### config.mk
export PLATFORM = sky130hd
export DESIGN_NAME = shift_tx_sequencer
export DESIGN_NICKNAME = d
export VERILOG_FILES = /design/src/rtl/shift_tx_pkg.sv /design/src/rtl/shift_tx_sequencer_bit_timer.sv /design/src/rtl/shift_tx_sequencer.sv
export SDC_FILE = /design/constraint.sdc
export NUM_CORES = 1
export LEC_CHECK = 0
export ABC_AREA = 1
export CAP_MARGIN = 0
export CORE_ASPECT_RATIO = 0.6
export CORE_UTILIZATION = 45
export CTS_BUF_LIST = sky130_fd_sc_hd__clkbuf_8
export DETAILED_ROUTE_END_ITERATION = 6
export GPL_TIMING_DRIVEN = 0
export PLACE_DENSITY = 0.83
export SYNTH_ARGS = -nofsm -noshare
export SYNTH_HDL_FRONTEND = slang
export SYNTH_SLANG_ARGS = --single-unit
### constraint.sdc
create_clock -name Clk -period 1.7 [get_ports Clk]
set_input_delay 0.34 -clock Clk [delete_from_list [all_inputs] [get_ports Clk]]
set_output_delay 0.34 -clock Clk [all_outputs]
set_load 0.01 [all_outputs]
### src/rtl/shift_tx_pkg.sv
// Shared state encoding and width helper for the framed serial transmitter.
package shift_tx_pkg;

  localparam logic [2:0] ST_IDLE   = 3'd0;
  localparam logic [2:0] ST_LOAD   = 3'd1;
  localparam logic [2:0] ST_START  = 3'd2;
  localparam logic [2:0] ST_DATA   = 3'd3;
  localparam logic [2:0] ST_PARITY = 3'd4;
  localparam logic [2:0] ST_STOP   = 3'd5;

  // Counter width able to hold 0..n; gives DIV_W from CLK_DIV and BIT_W from DATA_WIDTH.
  function automatic int cnt_width(input int n);
    return (n < 1) ? 1 : $clog2(n + 1);
  endfunction

endpackage

### src/rtl/shift_tx_sequencer_bit_timer.sv
// Bit-period divider: counts CLK_DIV cycles and flags the last cycle of each period.
module bit_timer #(
  parameter int CLK_DIV = 4
) (
  input  logic clk,
  input  logic rst_n,
  input  logic clear,
  input  logic enable,
  output logic period_end
);
  import shift_tx_pkg::*;

  localparam int DIV_W = cnt_width(CLK_DIV);

  logic [DIV_W-1:0] cnt;

  assign period_end = enable && (cnt == DIV_W'(CLK_DIV - 1));

  // NOTE: state registers use non-blocking assignments so every flop samples pre-edge values.
  always_ff @(posedge clk or negedge rst_n) begin
    if (!rst_n) begin
      cnt <= '0;
    end else if (clear) begin
      cnt <= '0;
    end else if (enable) begin
      cnt <= period_end ? '0 : cnt + 1'b1;
    end
  end

endmodule

### src/rtl/shift_tx_sequencer.sv
// Sequences an external 8-bit shift register as a framed serial transmitter:
// start bit, data LSB first, optional even parity, stop bit.
module shift_tx_sequencer #(
  parameter int DATA_WIDTH = 8,
  parameter int CLK_DIV    = 4,
  parameter int PARITY_EN  = 0
) (
  input  logic                  Clk,
  input  logic                  Reset,
  input  logic [DATA_WIDTH-1:0] TxData,
  input  logic                  TxValid,
  output logic                  TxReady,
  output logic                  SrLoad,
  output logic [DATA_WIDTH-1:0] SrLoadIn,
  output logic                  SrShift,
  input  logic                  SrOut,
  output logic                  TxLine,
  output logic                  Busy,
  output logic                  Done
);
  import shift_tx_pkg::*;

  localparam int BIT_W = cnt_width(DATA_WIDTH);

  logic [2:0]            state;
  logic [2:0]            state_next;
  logic [DATA_WIDTH-1:0] data_q;
  logic                  parity_q;
  logic [BIT_W-1:0]      bit_cnt;
  logic                  tx_line_q;
  logic                  line_next;
  logic                  period_end;
  logic                  accept;
  logic                  last_bit;
  logic                  timer_clear;

  assign accept      = TxValid && (state == ST_IDLE);
  assign last_bit    = (bit_cnt == BIT_W'(DATA_WIDTH - 1));
  assign timer_clear = (state == ST_IDLE) || (state == ST_LOAD);

  bit_timer #(.CLK_DIV(CLK_DIV)) u_bit_timer (
    .clk        (Clk),
    .rst_n      (Reset),
    .clear      (timer_clear),
    .enable     (!timer_clear),
    .period_end (period_end)
  );

  // NOTE: every combinational output gets a default first so no path can infer a latch.
  always_comb begin
    state_next = state;
    case (state)
      ST_IDLE:   if (accept) state_next = ST_LOAD;
      ST_LOAD:   state_next = ST_START;
      ST_START:  if (period_end) state_next = ST_DATA;
      ST_DATA:   if (period_end && last_bit)
                   state_next = (PARITY_EN != 0) ? ST_PARITY : ST_STOP;
      ST_PARITY: if (period_end) state_next = ST_STOP;
      ST_STOP:   if (period_end) state_next = ST_IDLE;
      default:   state_next = ST_IDLE;
    endcase
  end

  // Line level for the state being entered, so the framing bits appear registered.
  always_comb begin
    line_next = 1'b1;
    case (state_next)
      ST_START:  line_next = 1'b0;
      ST_PARITY: line_next = parity_q;
      default:   line_next = 1'b1;
    endcase
  end

  always_ff @(posedge Clk or negedge Reset) begin
    if (!Reset) begin
      state     <= ST_IDLE;
      data_q    <= '0;
      parity_q  <= 1'b0;
      bit_cnt   <= '0;
      tx_line_q <= 1'b1;
    end else begin
      state     <= state_next;
      tx_line_q <= line_next;
      if (accept) begin
        data_q   <= TxData;
        parity_q <= ^TxData;
      end
      if ((state == ST_DATA) && period_end) begin
        bit_cnt <= last_bit ? '0 : bit_cnt + 1'b1;
      end
    end
  end

  assign TxReady  = (state == ST_IDLE);
  assign Busy     = (state != ST_IDLE);
  assign SrLoad   = (state == ST_LOAD);
  assign SrLoadIn = SrLoad ? data_q : '0;
  assign SrShift  = (state == ST_DATA) && period_end;
  assign Done     = (state == ST_STOP) && period_end;
  // Data bits come straight from the shift register's output flop, which already
  // holds the next bit on the cycle after each shift.
  assign TxLine   = (state == ST_DATA) ? SrOut : tx_line_q;

endmodule
==> results by group <==
Finish
  • Share of post-route cells with drive strength above 1: 0.2392
  • Footprint of the multi-input gates: between 500 and 600 sq um
  • Cell area after layout: 1629 sq um
  • Reg area: 504.2 sq um
  • Final core occ: 0.6458
  • Commonest non-fill, non-tap cell in the layout: nand2_1
  • Most frequent cells in the layout: nand2_1, inv_1, nor2_1, dfrtp_1, clkdlybuf4s50_1
  • Area Growth Syn to Fin: 35.34%
  • Fill count: ~220
  • Antenna cells: 0
  • Non-filler instance count after layout: between 200 and 250
  • Final nets: 224

Timing
  • Final Skew: 0.005013 ns
  • Slew HR: 0.3840
  • Final Setup Violations: 0
  • Max-slew violations: 0
  • Fin crit period: 1.648 ns
  • Worst Max-Slew Pin Slew: 0.9211 ns
  • Final Hold Violating Endpoints: 0
  • RSZ-0062 raised after global routing: yes
  • Final worst-path cycle share: 0.9697
  • FMAX: about 600 MHz

Flow run
  • Maxcap violations: 0

Min path
  • Min-delay worst type: register to register

Worst setup path
  • CP endpoint kind: primary output
  • Crit-path max FO: 3
  • CP Cell Sequence: buf_6 -> nand3_4 -> mux2_4 -> buf_6
  • Top cell family by delay on the critical path: flip-flops
  • Worst path most repeated cell: buf_6
  • Worst endpoint required time: 1.36 ns
  • Nature of the critical path startpoint: register
  • Worst path slowest cell: dfrtp_2
  • Setup CP Type: register to primary output
  • Crit path DAT: 1.31 ns
  • Bufs and invs on worst path: 2
  • Max stage delay on crit path: ~0.43 ns

GRT
  • GRT overflow: 0
  • Initial antenna violation count: 0
  • Pin count of the biggest net entering global routing: 21
  • Vias in the first global route: 1,140
  • First-pass GRT wire length: 4712 um
  • GRT Overall Usage: 0.2176

Detailed routing
  • DR vias: 1,145
  • Via density: approximately 4.8
  • Total Routed Length: 2843 um
  • DRC: 0
  • Post-route ant nets: 0
  • Avg WL per Cell: roughly 12 um
  • Drt pass-1 iters: 4
  • DR iter-0 viols: 85

Logic synthesis
  • Yosys warnings: 0
  • Post-synthesis sequential area ratio: 0.4168
  • Prevailing post-synth register cell: dfrtp_1
  • #FFs+latches synth: 20
  • Leading area contributor after synthesis: dfrtp_1
  • Mapped Cells: 167
  • Cell Area, Synth: 1204 sq um
  • Post-Syn Nets: 181
  • Syn_area_per_cell: 7.208 sq um
  • Synth top area cells: dfrtp_1, nand2_1, inv_1, nor2_1, o21ai_0
  • Yosys cell types: 24
  • Number of flops mapped to enable cells by yosys: 0
  • Ys async rst share: 1.000
  • Synth top area share: 0.3950

Pwr
  • Peak supply drop: 0.0004958 V
  • Power per Cell Area: about 1000 nW/um^2
  • Pleak: 0.9003 nW

Place
  • Inst Count DP: 224
  • Input/output buffers: 25
  • Final RePlAce weighted congestion: 0.8573
  • Area post-placement: 1494 sq um
  • Detail Placement HPWL: ~1900 um

Clock tree
  • Hold Buf Count CTS: 0
  • Cts bufs inserted: 3
  • Skew-Pair Late Insertion Delay: 0.26 ns
  • Clk buf depth: 2
  • Root Buffer: clkbuf_8
  • Clock transition at path regs: 0.08 ns
  • Clock sinks: 20
  • CTS tree: yes
  • H-tree levels: 1

Floorplan
  • CORE AREA: 2522 sq um
  • Die Y: between 40 and 50 um
  • I/O pin count: 26
  • Initial Util: 0.4772
  • Core Rows: 14
  • Die area: 2892 sq um
  • Die Width: 68.77 um

Run status
  • Status: finished, final reports clean
## path summary, 6_finish.rpt
path | slack, ns | to | cells after the start | start
setup / recovery | 0.05 | TxLine | 4 | state[1]
hold / removal | 0.46 | u_bit_timer.cnt[0] | 1 | u_bit_timer.cnt[0]
setup reg to reg | 0.26 | data_q[0] | 6 | state[0]
hold reg to reg | 0.46 | u_bit_timer.cnt[0] | 1 | u_bit_timer.cnt[0]
max in group asynchronous | 0.48 | state[0] | 1 | Reset
min in group asynchronous | 0.59 | data_q[3] | 1 | Reset
## worst register-to-register path, delay by kind of cell (launching register included)
kind                   cells  cell delay (ns)
AO/OA/AOI/OAI              1             0.16
AND/OR/NAND/NOR            2             0.27
flip-flops                 1             0.44
buffers and inverters      3             0.50
## synth_stat cells (2+ instances only)
| master | n |
|---|---|
| inv_1 | 29 |
| nor2_1 | 17 |
| nand2_1 | 61 |
| nand3_1 | 8 |
| o21ai_0 | 10 |
| dfrtp_1 | 19 |
| nand2_2 | 3 |
| nand3_4 | 2 |
| ha_1 | 2 |
| nor3_1 | 2 |
## cell type report
class	instances	share of cell area
Buffer	2	0.01382
Inverter	30	0.07066
Clock buffer	4	0.03379
Multi-Input combinational cell	115	0.3633
Sequential cell	20	0.3095
Tap cell	32	0.02458
Timing Repair Buffer	38	0.1843
## metrics by stage
step	setup slack (ns)	hold WS [ns]	setup TNS (ns)	power [mW]
floorplan	0.3611	0.04441	0	0.9876
global placement	-0.1576	0.4261	-1.458	1.117
global route	-0.007980	0.4708	-0.007980	1.715
finish	0.05150	0.4565	0	1.621
CTS	0.002312	0.4638	0	1.569
detailed placement	-0.1850	0.4483	-1.800	1.146
## where the power goes
group	total (mW)	leakage [nW]	switching, mW	internal [mW]
registers	0.653	0.248	0.0657	0.587
clock network	0.371	0.0288	0.164	0.206
logic	0.598	0.624	0.321	0.277
total	1.62	0.900	0.552	1.07
## metal layers
| metal | part of all wire | vias up | GRT usage |
|---|---|---|---|
| met1 | 0.50 | 512 | 0.2974 |
| met4 | 0 | 0 | 0.05714 |
| met3 | 0.064 | 0 | 0.05163 |
| li1 | - | 588 | - |
| met2 | 0.44 | 45 | 0.3451 |
| met5 | 0 | - | 0 |
## state kept, by name, indices dropped and copies added (netlist names)
| signal | cells |
|---|---|
| data_q | 8 |
| bit_cnt | 4 |
| tx_line_q | 1 |
| state | 3 |
| u_bit_timer.cnt | 3 |
| parity_q | 1 |
## repair_timing
action	in CTS	in global routing
endpoints found under the setup margin	14	13
gates resized for setup	45	21
pin swaps	3	0
cloned	1	0
buffers inserted	11	1
## logic make-up (layout without fill, tap and decap cells)
kind of cell             count (synthesis)  in the layout  synth area share
XOR/XNOR                                 2              2           0.01456
adder cells (fa/ha/maj)                  2              2           0.02079
AND/OR/NAND/NOR                         97             97            0.3701
AO/OA/AOI/OAI                           13             13           0.05925
flip-flops                              20             20            0.4168
multiplexers                             1              1          0.009355
buffers and inverters                   32             74            0.1091
Power figures use the tool's default switching activity.
